**config.mk**
```make
export PLATFORM = sky130hd
export DESIGN_NAME = writeback_pipe
export DESIGN_NICKNAME = d
export VERILOG_FILES = /design/src/rtl/writeback_pipe.sv
export SDC_FILE = /design/constraint.sdc
export NUM_CORES = 1
export LEC_CHECK = 0
export ABC_AREA = 1
export ABC_CLOCK_PERIOD_IN_PS = 4059
export CAP_MARGIN = 40
export CORE_UTILIZATION = 35
export CTS_CLUSTER_SIZE = 20
export DETAILED_ROUTE_END_ITERATION = 8
export GPL_TIMING_DRIVEN = 0
export PLACE_DENSITY = 0.73
export SKIP_CTS_REPAIR_TIMING = 1
export SYNTH_ARGS = -nofsm -noshare
export SYNTH_HDL_FRONTEND = slang
export SYNTH_SLANG_ARGS = --single-unit
```
**constraint.sdc**
```tcl
create_clock -name clock -period 4.06 [get_ports clock]
set_input_delay 0.812 -clock clock [delete_from_list [all_inputs] [get_ports clock]]
set_output_delay 0.812 -clock clock [all_outputs]
set_load 0.02 [all_outputs]
```
**src/rtl/writeback_pipe.sv**
```systemverilog
// ---------------------------------------------------------------------------
// WritebackPipe -- registered MEM/WB boundary and writeback value selection.
//
// Captures the instruction leaving the memory stage. It selects one of three
// values to write back: the link value, the ALU result, or a load value
// extracted from the raw memory word. It then drives the register-file write
// port and the writeback-to-decode forwarding path. Load extraction handles
// byte/half/word (and doubleword on 64-bit builds). Memory lanes are
// big-endian, and the value is sign- or zero-extended. Misaligned loads are
// flagged and never written. Writes to register 0 are suppressed.
//
// Optional feature macro: WB_RETIRE_CNT_EN
//   When defined, adds a 32-bit retire_count output. It counts every live
//   instruction that leaves the stage when it is replaced on an unstalled edge.
//
// Ports:
//   clock        system clock, rising edge
//   reset        synchronous, active-high; overrides stall and flush
//   in_valid     memory stage holds a valid instruction
//   in_pc        instruction PC
//   in_insn      instruction word
//   in_rdst      1 = destination is rd (insn[15:11]), 0 = rt (insn[20:16])
//   in_dmenable  instruction accesses data memory
//   in_rwe       instruction writes the register file
//   in_dmwe      memory access is a store
//   in_size      00 byte, 01 half, 10 word, 11 doubleword (64-bit only)
//   in_unsigned  zero-extend the load
//   in_addr_lo   low bits of the data address (byte lane select)
//   in_O         ALU result, or link value for JAL
//   in_D         raw data-memory read word
//   stall        hold the stage register (wins over flush)
//   flush        kill the instruction being captured
//   out_valid    stage holds a live instruction
//   rdval        register-file write data
//   rwe          register-file write enable
//   d            register-file write index
//   misalign     the held load was misaligned
//   retire_pc    PC of the held instruction
//   retire_count (WB_RETIRE_CNT_EN only) retired-instruction counter
// ---------------------------------------------------------------------------
module writeback_pipe #(
    parameter int DATA_W   = 32,
    parameter int REG_W    = 5,
    parameter int LINK_REG = 31,
    parameter int LANE_W   = $clog2(DATA_W / 8)
) (
    input  logic              clock,
    input  logic              reset,
    input  logic              in_valid,
    input  logic [DATA_W-1:0] in_pc,
    input  logic [31:0]       in_insn,
    input  logic              in_rdst,
    input  logic              in_dmenable,
    input  logic              in_rwe,
    input  logic              in_dmwe,
    input  logic [1:0]        in_size,
    input  logic              in_unsigned,
    input  logic [LANE_W-1:0] in_addr_lo,
    input  logic [DATA_W-1:0] in_O,
    input  logic [DATA_W-1:0] in_D,
    input  logic              stall,
    input  logic              flush,
    output logic              out_valid,
    output logic [DATA_W-1:0] rdval,
    output logic              rwe,
    output logic [REG_W-1:0]  d,
    output logic              misalign,
    output logic [DATA_W-1:0] retire_pc
`ifdef WB_RETIRE_CNT_EN
    ,
    output logic [31:0]       retire_count
`endif
);

    // Stage registers. When the stage is empty, every field is held at zero.
    // The outputs can therefore be driven straight from the flops.
    logic              valid_q;
    logic [DATA_W-1:0] rdval_q;
    logic              rwe_q;
    logic [REG_W-1:0]  d_q;
    logic              misalign_q;
    logic [DATA_W-1:0] pc_q;

    // Combinational next-state values for the captured instruction.
    logic              is_jal;
    logic              is_load;
    logic [REG_W-1:0]  dest_sel;
    logic [DATA_W-1:0] lane_shifted;
    logic [7:0]        byte_field;
    logic [15:0]       half_field;
    logic [31:0]       word_field;
    logic [DATA_W-1:0] load_val;
    logic              misalign_hit;
    logic [DATA_W-1:0] wb_val;
    logic              wr_en;

    // The opcode and the register-field bits are the only parts of the
    // instruction word this stage looks at. The remaining bits are folded
    // into a sink so their absence is visibly deliberate.
    logic unused_insn_bits;
    assign unused_insn_bits = ^{in_insn[25:21], in_insn[10:0]};

    // Destination decode. JAL always links into LINK_REG. Other instructions
    // pick rd or rt, as chosen by the decode stage.
    always_comb begin
        is_jal   = (in_insn[31:26] == 6'b000011);
        dest_sel = in_rdst ? REG_W'(in_insn[15:11]) : REG_W'(in_insn[20:16]);
        if (is_jal) begin
            dest_sel = REG_W'(LINK_REG);
        end
    end

    // Load extraction. Lane k sits at bits [DATA_W-1-8k -: 8]. A left shift
    // by 8*addr_lo brings the first addressed lane to the top of the word.
    // Each access size then reads its field from the MSB end. Misaligned
    // cases produce garbage here, but that value is discarded further down.
    always_comb begin
        lane_shifted = in_D << {in_addr_lo, 3'b000};
        byte_field   = lane_shifted[DATA_W-1 -: 8];
        half_field   = lane_shifted[DATA_W-1 -: 16];
        word_field   = lane_shifted[DATA_W-1 -: 32];
        load_val     = '0;
        case (in_size)
            2'b00: load_val = in_unsigned ? DATA_W'(byte_field)
                                          : DATA_W'($signed(byte_field));
            2'b01: load_val = in_unsigned ? DATA_W'(half_field)
                                          : DATA_W'($signed(half_field));
            2'b10: load_val = in_unsigned ? DATA_W'(word_field)
                                          : DATA_W'($signed(word_field));
            default: load_val = (DATA_W == 64) ? in_D : '0;
        endcase
    end

    // Alignment check for loads. A doubleword access does not exist on a
    // 32-bit datapath, so it is treated as misaligned and never written.
    always_comb begin
        is_load      = in_dmenable & ~in_dmwe;
        misalign_hit = 1'b0;
        case (in_size)
            2'b01:   misalign_hit = in_addr_lo[0];
            2'b10:   misalign_hit = (in_addr_lo[1:0] != 2'b00);
            2'b11:   misalign_hit = (DATA_W == 32) ? 1'b1
                                                   : (in_addr_lo != '0);
            default: misalign_hit = 1'b0;
        endcase
        misalign_hit = misalign_hit & is_load;
    end

    // Writeback value and write enable. Non-memory instructions and stores
    // pass the ALU/link value through. A misaligned load writes zero and is
    // never enabled. Register 0 is hard-wired, so it is never written.
    always_comb begin
        wb_val = is_load ? load_val : in_O;
        if (misalign_hit) begin
            wb_val = '0;
        end
        wr_en = in_rwe & ~misalign_hit & (dest_sel != '0);
    end

    // Stage register. Reset wins over everything. A stall freezes every
    // field, including valid, and so masks a simultaneous flush. A flushed
    // or invalid capture loads an all-zero bubble.
    always_ff @(posedge clock) begin
        if (reset) begin
            valid_q    <= 1'b0;
            rdval_q    <= '0;
            rwe_q      <= 1'b0;
            d_q        <= '0;
            misalign_q <= 1'b0;
            pc_q       <= '0;
        end else if (!stall) begin
            if (in_valid && !flush) begin
                valid_q    <= 1'b1;
                rdval_q    <= wb_val;
                rwe_q      <= wr_en;
                d_q        <= dest_sel;
                misalign_q <= misalign_hit;
                pc_q       <= in_pc;
            end else begin
                valid_q    <= 1'b0;
                rdval_q    <= '0;
                rwe_q      <= 1'b0;
                d_q        <= '0;
                misalign_q <= 1'b0;
                pc_q       <= '0;
            end
        end
    end

`ifdef WB_RETIRE_CNT_EN
    // Retire counter. An instruction retires when it is pushed out of the
    // stage by an unstalled edge. The count wraps naturally at 32 bits.
    logic [31:0] retire_count_q;

    always_ff @(posedge clock) begin
        if (reset) begin
            retire_count_q <= '0;
        end else if (!stall && valid_q) begin
            retire_count_q <= retire_count_q + 32'd1;
        end
    end

    assign retire_count = retire_count_q;
`endif

    assign out_valid = valid_q;
    assign rdval     = rdval_q;
    assign rwe       = rwe_q;
    assign d         = d_q;
    assign misalign  = misalign_q;
    assign retire_pc = pc_q;

endmodule

```
==> out/summary.txt <==
vias in the first global route: 4674
R2R Path Start: retire_pc[21]
top cell type's share of synthesized area: 35.50%
FF-to-FF setup slack: 3.39 ns
synthesized instance count: 654
# rows: 38
sequential cell area fraction in the yosys report: 35.50%
final period utilization: 61.74%
Fmax achieved: 398.9 MHz
Syn Std Cell Area: 4060 sq um
DP Wirelength: 11.86 mm
sequential share of power: 38.4%
core area: 11080 sq um
# port buffers: 194
critical path arrival: 2.70 ns
routing usage on met3: 3.972%
first-pass GRT wire length: 22.49 mm
largest net degree at the start of global routing: 16
Comb pwr share: 21.7%
CP Capture Type: flop
main area contributors after synthesis: dfxtp_1 36%, nand2_1 26%, a21oi_1 8.3%, nand3_1 6.7%, nor2_1 4.2%
Sw Share: 29.31%
area of the multi-input gates: 2300 sq um
Cell Area, Placed: 6177 sq um
CTS sink cnt: 72
initial DRC count: 261
measured slew at the worst slew-check pin: 0.6162 ns
fin. max-slew vios: 0
# placed instances: 988
Hold Worst Slack: 0.4637 ns
path depth of the worst reg2reg path: 2
slew margin rel.: 58.92%
synth unique cells: 29
FF-to-FF End: retire_pc[21]
fin worst setup slack: 1.553 ns
Die Wd: 109.7 microns
Crit Path Class: input pin to flop
dpl ws: 1.274 ns
fillers: 1089
final antenna diode count: 0
RSZ-0062 raised after global routing: false
latest clock arrival within the worst-skew pair: 0.33 ns
Leak: 2.624 nW
Final Instance Area: 6464 sq um
internal power: 0.001350 W
initial antenna violation count: 0
TNS Setup: 0 ns
crit-path max FO: 10
met2 usage: 41.19%
DRC errors left: 0
Syn. warnings: 0
hold wc startpoint: retire_pc[13]
global route hottest layer: met2
CP endpoint: rdval[22]
Area Overhead vs Synth: 59.20%
CP Launch Type: input pin
die extent in y: 109.7 microns
Synth Area per Inst: 6.208 sq um
clock slew at reported path FFs: 0.06 ns
per-cell routed wire length: 14.57 microns
Register Area: 1441 sq um
WL final: 14.63 mm
fin crit period: 2.507 ns
H-tree lvl count: 3
RePlAce Congestion: 0.8842
synthesis-stage register bit count: 72
Layout Skew: 0 ns
IO Pins: 214
area leader, netlist: dfxtp_1
Final Hold Viols: 0
global-route usage over all layers: 24.36%
P_sw: 0.0005598 W
Antenna Nets Post-Route: 0
Clock power frac: 39.9%
Nets: 1001
power per cell area: 295.5 nW/um^2
via count: 4918
share of layout cells above drive strength 1: 7.176%
via/cell ratio: 4.898
syn_nets: 796
launch point of the worst path: in_addr_lo[0]
CTS Root Cell: clkbuf_16
grt total ovfl: 0
Final Non-Filler Cells: 1004
met1 Track Usage GR: 32.28%
initial core utilization: 36.65%
max-capacitance violation count: 0
number of detailed-route iterations in the first pass: 5
CP Data Required Time: 4.25 ns
Hold Crit Class: flop to flop
Clock Path Buffers: 2
CTS tree: done
CTS Buf Count: 9
status: completed
die area: 12040 sq um
Finish-stage setup viols: 0
Max VDD drop: 0.1974 mV
-- cells in the final DEF, fill, tap and decap left out, types with 2 or more instances in the layout --
cell type / Yosys / layout
nor2_1: 45 / 45
nand2_2: 4 / 4
o211ai_1: 7 / 7
o21ai_0: 7 / 7
clkbuf_16: 0 / 9
dfxtp_1: 72 / 72
a21oi_1: 67 / 67
mux2i_1: 4 / 4
clkinvlp_4: 0 / 2
inv_6: 0 / 3
clkdlybuf4s50_1: 0 / 194
buf_6: 2 / 2
nand3_1: 54 / 54
clkbuf_1: 23 / 23
o21ai_1: 18 / 18
nand2_1: 283 / 283
nand2_4: 2 / 2
inv_1: 25 / 25
nand3_2: 3 / 3
inv_2: 3 / 3
nor2_4: 3 / 3
buf_2: 13 / 13
a21oi_2: 8 / 8
buf_4: 2 / 2
-- critical path: stages --
cell and delay, ns:
clkdlybuf4s50_1 0.54, buf_2 0.27, buf_2 0.26, nor2_1 0.10, o21ai_0 0.41, nor2_1 0.08
o21ai_1 0.15, a21oi_1 0.08
-- metal layers --
layer | wire, microns | part of all wire, %
met3 | 846 | 5.8
met4 | 221 | 1.5
met1 | 6641 | 45
met5 | 0 | 0
met2 | 6915 | 47
-- registers in the layout, summed over array words and instances (netlist names) --
| signal | flops |
|---|---|
| d | 5 |
| misalign | 1 |
| out_valid | 1 |
| rdval | 32 |
| retire_pc | 32 |
| rwe | 1 |
-- power by group through the flow --
stage	registers, W	logic (W)	clock network, W
2_1_floorplan	0.000768	0.000176	0
3_3_place_gp	0.000748	0.000411	0
3_5_place_dp	0.000748	0.000413	0
4_1_cts	0.000733	0.000415	0.000773
5_1_grt	0.000734	0.000455	0.000808
6_report	0.000733	0.000415	0.000762
-- metrics by stage --
stage,power (W),util [%]
floorplan,0.0009439,-
global placement,0.001158,55.76
detailed placement,0.001161,55.76
CTS,0.001920,58.35
global route,0.001997,58.35
finish,0.001910,58.35
-- cell usage after synthesis --
cell      count
buf_2        13
o211ai_1      7
clkbuf_1     23
nand3_2       3
clkinv_1      1
nand2_2       4
dfxtp_1      72
inv_4         1
or2_2         1
inv_2         3
nand2_4       2
o21ai_0       7
o21ai_1      18
nand4_1       1
o21bai_1      1
inv_1        25
nor2_4        3
nor2_1       45
a21oi_2       8
mux2i_1       4
nand3_4       1
nand3_1      54
a21oi_1      67
buf_8         1
nand2_1     283
nor2_8        1
nor2_2        1
buf_4         2
buf_6         2
-- logic make-up after synthesis --
group           count (synthesis)  share of synthesized area [%]
mux                             4                         0.9862
compound gates                108                          14.55
buf+inv                        71                          7.858
simple gates                  399                          41.11
flops                          72                          35.50
-- layout make-up --
cell class | instances | area share (%)
plain buffers | 41 | 3.155
repair buffers | 194 | 30.04
inverters | 30 | 1.781
clock inverters | 7 | 0.9485
well taps | 140 | 2.710
multi-input cells | 511 | 35.58
clock buffers | 9 | 3.484
flip-flops and latches | 72 | 22.30
-- how the worst min path moves through the flow --
stage,to,slack [ns],cells past startpoint
6_report,retire_pc[13],0.46,2
5_1_grt,rdval[21],0.48,2
4_1_cts,retire_pc[13],0.47,2
3_5_place_dp,retire_pc[13],0.46,2
3_3_place_gp,rdval[3],0.45,2
2_1_floorplan,rdval[3],0.53,2
Power figures use the tool's default switching activity.
